### config.mk
export PLATFORM = sky130hd
export DESIGN_NAME = buffer_read_sequencer
export DESIGN_NICKNAME = d
export VERILOG_FILES = /design/src/rtl/buffer_read_sequencer.sv
export SDC_FILE = /design/constraint.sdc
export NUM_CORES = 1
export LEC_CHECK = 0
export BUFFER_PORTS_ARGS = -buffer_cell sky130_fd_sc_hd__buf_2
export CAP_MARGIN = 20
export CORE_UTILIZATION = 30
export CTS_CLUSTER_SIZE = 20
export DETAILED_ROUTE_END_ITERATION = 10
export GPL_ROUTABILITY_DRIVEN = 0
export GPL_TIMING_DRIVEN = 0
export PLACE_DENSITY = 0.54
export SLEW_MARGIN = 20
export SYNTH_ARGS = -nofsm -noshare
export SYNTH_HDL_FRONTEND = slang
export SYNTH_SLANG_ARGS = --single-unit
### constraint.sdc
create_clock -name clk -period 3.39 [get_ports clk]
set_input_delay 0.678 -clock clk [delete_from_list [all_inputs] [get_ports clk]]
set_output_delay 0.678 -clock clk [all_outputs]
set_load 0.05 [all_outputs]
### src/rtl/buffer_read_sequencer.sv
// rtl/buffer_read_sequencer.sv - drains the matrix input buffer in write order into a 2-entry output FIFO
// Compares the writer's free-running count to the read count and hides the 1-cycle RAM latency.
module buffer_read_sequencer #(
  parameter int BUFFER_ADDRESS_WIDTH = 10,
  parameter int DATA_WIDTH           = 32
) (
  input  logic                            clk,
  input  logic                            reset_n,
  input  logic                            start_i,
  input  logic [15:0]                     write_count_i,
  output logic                            rd_en_o,
  output logic [BUFFER_ADDRESS_WIDTH-1:0] rd_addr_o,
  input  logic [DATA_WIDTH-1:0]           rd_data_i,
  output logic                            out_valid_o,
  input  logic                            out_ready_i,
  output logic [DATA_WIDTH-1:0]           out_data_o,
  output logic [15:0]                     read_count_o,
  output logic                            empty_o,
  output logic                            overflow_o
);

  typedef enum logic [1:0] {
    IDLE = 2'd0,
    RUN  = 2'd1,
    HALT = 2'd2
  } state_t;

  localparam logic [16:0] DEPTH = 17'(1) << BUFFER_ADDRESS_WIDTH;

  state_t                state_q, state_d;
  logic [15:0]           read_count_q, read_count_d;
  logic                  inflight_q, inflight_d;
  logic [1:0]            fifo_count_q, fifo_count_d;
  logic [DATA_WIDTH-1:0] head_q, head_d;
  logic [DATA_WIDTH-1:0] tail_q, tail_d;
  logic                  overflow_q, overflow_d;

  logic [15:0] available;
  logic        pop;
  logic        push;
  logic [2:0]  occupancy;
  logic        issue;

  // Modular subtraction keeps the fill level correct across the 16-bit wrap.
  assign available = write_count_i - read_count_q;
  assign pop       = (fifo_count_q != 2'd0) && out_ready_i;
  assign push      = inflight_q;
  assign occupancy = 3'(fifo_count_q) + 3'(inflight_q) - 3'(pop);
  assign issue     = !start_i && (state_q == RUN) && (available != 16'd0) && (occupancy < 3'd2);

  always_comb begin
    state_d      = state_q;
    read_count_d = read_count_q;
    inflight_d   = inflight_q;
    fifo_count_d = fifo_count_q;
    head_d       = head_q;
    tail_d       = tail_q;
    overflow_d   = overflow_q;

    if (start_i) begin
      // A return from a read issued just before start is dropped by clearing inflight.
      state_d      = RUN;
      read_count_d = 16'd0;
      inflight_d   = 1'b0;
      fifo_count_d = 2'd0;
      overflow_d   = 1'b0;
    end else begin
      inflight_d = issue;
      if (issue) begin
        read_count_d = read_count_q + 16'd1;
      end
      if ((state_q == RUN) && ({1'b0, available} > DEPTH)) begin
        overflow_d = 1'b1;
        state_d    = HALT;
      end

      case ({push, pop})
        2'b10: begin
          if (fifo_count_q == 2'd0) begin
            head_d = rd_data_i;
          end else begin
            tail_d = rd_data_i;
          end
          fifo_count_d = fifo_count_q + 2'd1;
        end
        2'b01: begin
          head_d       = tail_q;
          fifo_count_d = fifo_count_q - 2'd1;
        end
        2'b11: begin
          if (fifo_count_q == 2'd1) begin
            head_d = rd_data_i;
          end else begin
            head_d = tail_q;
            tail_d = rd_data_i;
          end
        end
        default: begin
        end
      endcase
    end
  end

  always_ff @(posedge clk or negedge reset_n) begin
    if (!reset_n) begin
      state_q      <= IDLE;
      read_count_q <= 16'd0;
      inflight_q   <= 1'b0;
      fifo_count_q <= 2'd0;
      head_q       <= '0;
      tail_q       <= '0;
      overflow_q   <= 1'b0;
    end else begin
      state_q      <= state_d;
      read_count_q <= read_count_d;
      inflight_q   <= inflight_d;
      fifo_count_q <= fifo_count_d;
      head_q       <= head_d;
      tail_q       <= tail_d;
      overflow_q   <= overflow_d;
    end
  end

  assign rd_en_o      = issue;
  assign rd_addr_o    = read_count_q[BUFFER_ADDRESS_WIDTH-1:0];
  assign out_valid_o  = (fifo_count_q != 2'd0);
  assign out_data_o   = head_q;
  assign read_count_o = read_count_q;
  assign empty_o      = (available == 16'd0);
  assign overflow_o   = overflow_q;

endmodule

# == Word-level counts from Yosys, hierarchy flattened ==
# Cells that the tools add are included.
# word_totals
reg_bits,86
input_bits,52
out_inout_bits,62
# classes
add_sub_neg,6
magnitude_cmp,2
n_eq_ne,8
mux,15
bitwise,1
n_reduce_logical,17
# ops
cell,n
32-bit 2-to-1 mux,4
32-bit one-hot mux with 3 select lines,1
32-bit one-hot mux with 2 select lines,1
16-bit 2-to-1 mux,2
16-bit by 1-bit adder with 16-bit output (second input constant),1
16-bit by 11-bit greater-than comparator with 1-bit output (second input constant),1
16-bit logical NOT,1
16-bit nonzero test,1
16-bit subtractor,1
2-bit nonzero test,4
2-bit by 1-bit == test with 1-bit output (second input constant),3
2-bit 2-to-1 mux,3
2-bit inequality test (second input constant),3
3-bit nonzero test,2
1-bit logical AND,5
2-bit == test (second input constant),2
2-bit one-hot mux with 2 select lines,1
4-bit AND reduction,1
2-bit by 1-bit adder with 3-bit output,1
3-bit by 2-bit < comparator with 1-bit output (second input constant),1
1-bit 2-to-1 mux,3
3-bit AND reduction,1
3-bit by 1-bit subtractor with 3-bit output,1
2-bit by 1-bit adder with 2-bit output (second input constant),1
4 further kinds,4

# == Depth between registers and ports, before layout ==
# depth
depth_word,7
ltp_mapped,15

# == Worst setup path after synthesis ==
# No wires, ideal clock.
# synth_path
kind,reg2out
startpoint,register read_count_q[1] (netlist: read_count_o[1])
endpoint,output port empty_o
t_arrival_ns,3.560
setup_slack_ns,-0.848
stages_incl_launch_ff,10
path_buffers,0
path_cell_list,dfrtp_1 > inv_1 > ha_1 > nor2b_1 > o31a_1 > nand3b_1 > a2111oi_1 > a31oi_1 > or3_4 > nor3_1
# synth_between
elab_chain_cells,2
# synth_rtl
item,line,rtl
"start, declared",31,"logic [15:0] read_count_q, read_count_d;"
"start signal, assigned",115,read_count_q <= read_count_d;
16-bit subtractor,45,assign available = write_count_i - read_count_q;
16-bit logical NOT,129,assign empty_o = (available == 16'd0);
"end, declared",18,"output logic empty_o,"
# No other way between the ends.

# == Worst setup path after layout ==
# layout_path
startpoint,register read_count_q[1] (netlist: read_count_o[1])
endpoint,output port rd_en_o
# layout_between
elab_chain_cells,4
# layout_rtl
item,line,rtl
16-bit subtractor,45,
16-bit nonzero test,49,assign issue = !start_i && (state_q == RUN) && (available != 16'd0) && (occupancy < 3'd2);
1-bit logical AND (2 in series),49,
"end, declared",11,"output logic rd_en_o,"
# No other way between the ends.

==> out/results.txt <==
status: complete, but fails checks
failing checks: negative setup slack
worst skew pair latency: 340 ps
Synth Cell Area: 4693 um2
post-DR wirelength/cell: 14.62 um
Setup Skew: 10.26 ps
Peak VDD IR: 0.5046 mV
overflow left after global routing: 0
flop-to-flop setup slack: -30 ps
clk sinks: 85
total core area: 15,260 um2
Final Max Tran Viols: 0
post-placement cell area: 5637 um2
Slew @ Worst Pin: 776.8 ps
minimum clock period: 3682 ps
Avg Vias per Cell: 4.787
clock-pin slew on the worst setup and hold paths: 60 ps
Setup CP Type: register to output pin
Port Buf Inserts: 112
max cap viols: 0
initial antenna violation count: 0
Crit Reg-Reg Endpoint: read_count_o[13]
syn_nets: 535
# hold bufs at CTS: 0
largest net degree at the start of global routing: 46
initial detailed-routing violation count: 162
Initial Util: 30.76%
switching power: 0.002168 W
Detailed Place HPWL: 8.523 mm
Power, Total: 0.004892 W
first-pass GRT wire length: 19.29 mm
Min-Delay Path Class: primary input to asynchronous set/reset pin
Post-layout nets: 686
unrepaired setup endpoints after global routing: yes
area delta synth->final: 34.18%
CTS Buf Count: 9
Total GRT Usage: 15.16%
final hold violation count: 0
Synth Register Bits: 85
setup ws final: -292.0 ps
post-route ant nets: 0
Worst R2R Path Depth: 15
Post-synth top flop: dfrtp_1
final period utilization: 108.6%
Root Driver: clkbuf_16
fraction of layout cells with a size suffix above 1: 40.55%
post-synthesis sequential area ratio: 45.32%
pwr/cell area: 776.9 nW/um2
die area: 16,150 um2
drt pass-1 iters: 4
Seq pwr share: 32.0%
final setup fails: 4
I/O Pins: 114
peak fanout along the critical path: 5
Int Power: 0.002724 W
Ant. Diodes: 0
CTS tree: yes
Clock Power Share: 18.8%
synthesized area per cell: 10.14 um2
final WL: 12.13 mm
Synth cell types: 53
DRC errors left: 0
fmax: 271.6 MHz
CP Capture Type: output pin
worst rel slew slack: 48.21%
WP data required: 2710 ps
Comb pwr share: 49.2%
Die Wd: 127.1 um
H-tree Lvls: 3
Post-synth EDFFs: 0
synth warn: 0
final instance area: 6297 um2
Gate Count Post-Synth: 463
Die Height: 127.1 um
Sw Ratio: 44.32%
WP data arrival: 3000 ps
final hold slack: 336.4 ps
routed via count: 3,973
asr flop ratio synth: 100.0%
Leak: 3.086 nW
Site Rows: 45
crit start category: register
vias in the first global route: 3,847
Fillers: 1,491
FF-to-FF Start: read_count_o[1]
clock buffer depth: 2
==> critical path, stage by stage (launching register included) <==
cell       delay (ps)
dfrtp_2           400
inv_2              80
ha_4              200
nor2b_4           120
o31a_1            260
nand3b_1          270
a2111oi_2         330
a31oi_1           110
or3_4             370
o31ai_4           260
inv_4              80
buf_8             160
==> power groups by stage <==
stage                     Combinational (W)  Clock (W)  Sequential, W
after floorplan                    0.000974          0        0.00226
final                               0.00241   0.000920        0.00157
after global placement              0.00216          0        0.00157
after CTS                           0.00228   0.000949        0.00157
after detailed placement            0.00220          0        0.00158
after global routing                0.00259   0.000990        0.00162
==> routing by layer <==
| layer | share of wire, % | vias up | wire length, um | global-route usage (%) |
|---|---|---|---|---|
| li1 | - | 1950 | - | - |
| met1 | 45 | 1898 | 5509 | 19.25 |
| met2 | 48 | 110 | 5844 | 25.27 |
| met3 | 5.1 | 15 | 616 | 4.146 |
| met4 | 1.3 | 0 | 162 | 4.342 |
| met5 | 0 | - | 0 | 0 |
==> cell usage in the layout (no fill, tap or decap), types with 4 or more instances in the layout <==
master       n
ha_1        12
xnor2_1      4
buf_4       34
a21oi_1     56
xor2_1       6
dfrtp_1     76
buf_2      109
a21oi_2      5
ha_4         6
mux2_2      33
o21ai_0     10
and3_1       4
a221o_1      4
inv_1       18
o211ai_1     4
nand2_1     17
dfrtp_2      9
inv_2        4
nand3_1      6
mux2i_1     35
or3_1        5
nor2_1      46
clkbuf_16    9
nand2b_1     5
buf_6        6
clkbuf_1     8
nor3_1      11
buf_1        6
==> state kept, by name, indices dropped and copies added, names as in the netlist <==
signal,flops
read_count_o,16
state_q,2
inflight_q,1
fifo_count_q,2
out_data_o,32
tail_q,32
==> cell families (layout without fill, tap and decap cells) <==
family          Yosys count  in the layout  share of synthesized area [%]
mux                      69             69                          15.62
buf+inv                  52            208                          5.145
xor+xnor                 10             10                          1.866
compound gates          111            111                          14.80
simple gates            116            116                          11.76
fa+ha+maj                20             20                          5.492
flops                    85             85                          45.32
==> cell type report <==
cell class              count  area (um2)  share of cell area (%)
flip-flops and latches     85        2138                   33.96
inverters                  26       108.9                   1.729
plain buffers              25       138.9                   2.205
well taps                 211       264.0                   4.192
clock buffers              10       239.0                   3.795
multi-input cells         326        2530                   40.17
repair buffers            141       839.6                   13.33
clock inverters             6       38.79                  0.6159
==> Yosys cell counts, types with 2 or more instances <==
cell type / n / share of area [%]
a211o_1: 2 / 0.37
a211oi_1: 3 / 0.48
a21o_1: 3 / 0.48
a21oi_1: 61 / 6.5
a221o_1: 4 / 0.85
a22o_1: 2 / 0.37
a311o_1: 2 / 0.43
a31oi_1: 2 / 0.27
and3_1: 4 / 0.53
buf_1: 6 / 0.48
buf_4: 10 / 1.6
clkbuf_1: 8 / 0.64
dfrtp_1: 85 / 45
ha_1: 19 / 5.1
inv_1: 24 / 1.9
mux2_2: 33 / 7.9
mux2i_1: 35 / 7.5
nand2_1: 20 / 1.6
nand2b_1: 6 / 0.80
nand3_1: 6 / 0.64
nand3b_1: 3 / 0.48
nand4_1: 2 / 0.27
nor2_1: 46 / 3.7
nor2b_1: 2 / 0.27
nor3_1: 12 / 1.3
nor4_1: 4 / 0.53
o211ai_1: 4 / 0.64
o21a_1: 3 / 0.48
o21ai_0: 10 / 1.1
o21ai_1: 4 / 0.43
o31ai_1: 3 / 0.48
or3_1: 5 / 0.67
or4_1: 2 / 0.32
xnor2_1: 4 / 0.75
xor2_1: 6 / 1.1
==> what timing repair did <==
| item | CTS | global route |
|---|---|---|
| pin swaps | 8 | 12 |
| resized for setup | 24 | 27 |
| setup buffers | 11 | 17 |
| endpoints found under the setup margin | 18 | 16 |
==> through the flow <==
| step | setup WS, ps | TNS, ps | utilization [%] | std cells |
|---|---|---|---|---|
| floorplan | -243.2 | -287.4 | - | 463 |
| global placement | -912.4 | -7182 | 36.74 | 786 |
| detailed placement | -923.4 | -7795 | 36.94 | 787 |
| CTS | -324.5 | -657.5 | 39.82 | 813 |
| global route | -443.4 | -1809 | 41.27 | 830 |
| finish | -292.0 | -604.2 | 41.27 | 830 |
==> worst max path at each step <==
stage | startpoint | endpoint | slack (ps) | depth (start not counted)
after detailed placement | write_count_i[1] | rd_en_o | -920 | 12
after floorplan | write_count_i[1] | rd_en_o | -240 | 10
after global routing | read_count_o[1] | rd_en_o | -440 | 11
after CTS | read_count_o[1] | rd_en_o | -320 | 11
after global placement | write_count_i[1] | rd_en_o | -910 | 12
final | read_count_o[1] | rd_en_o | -290 | 11
No activity file was read; power rests on OpenSTA's default activity.
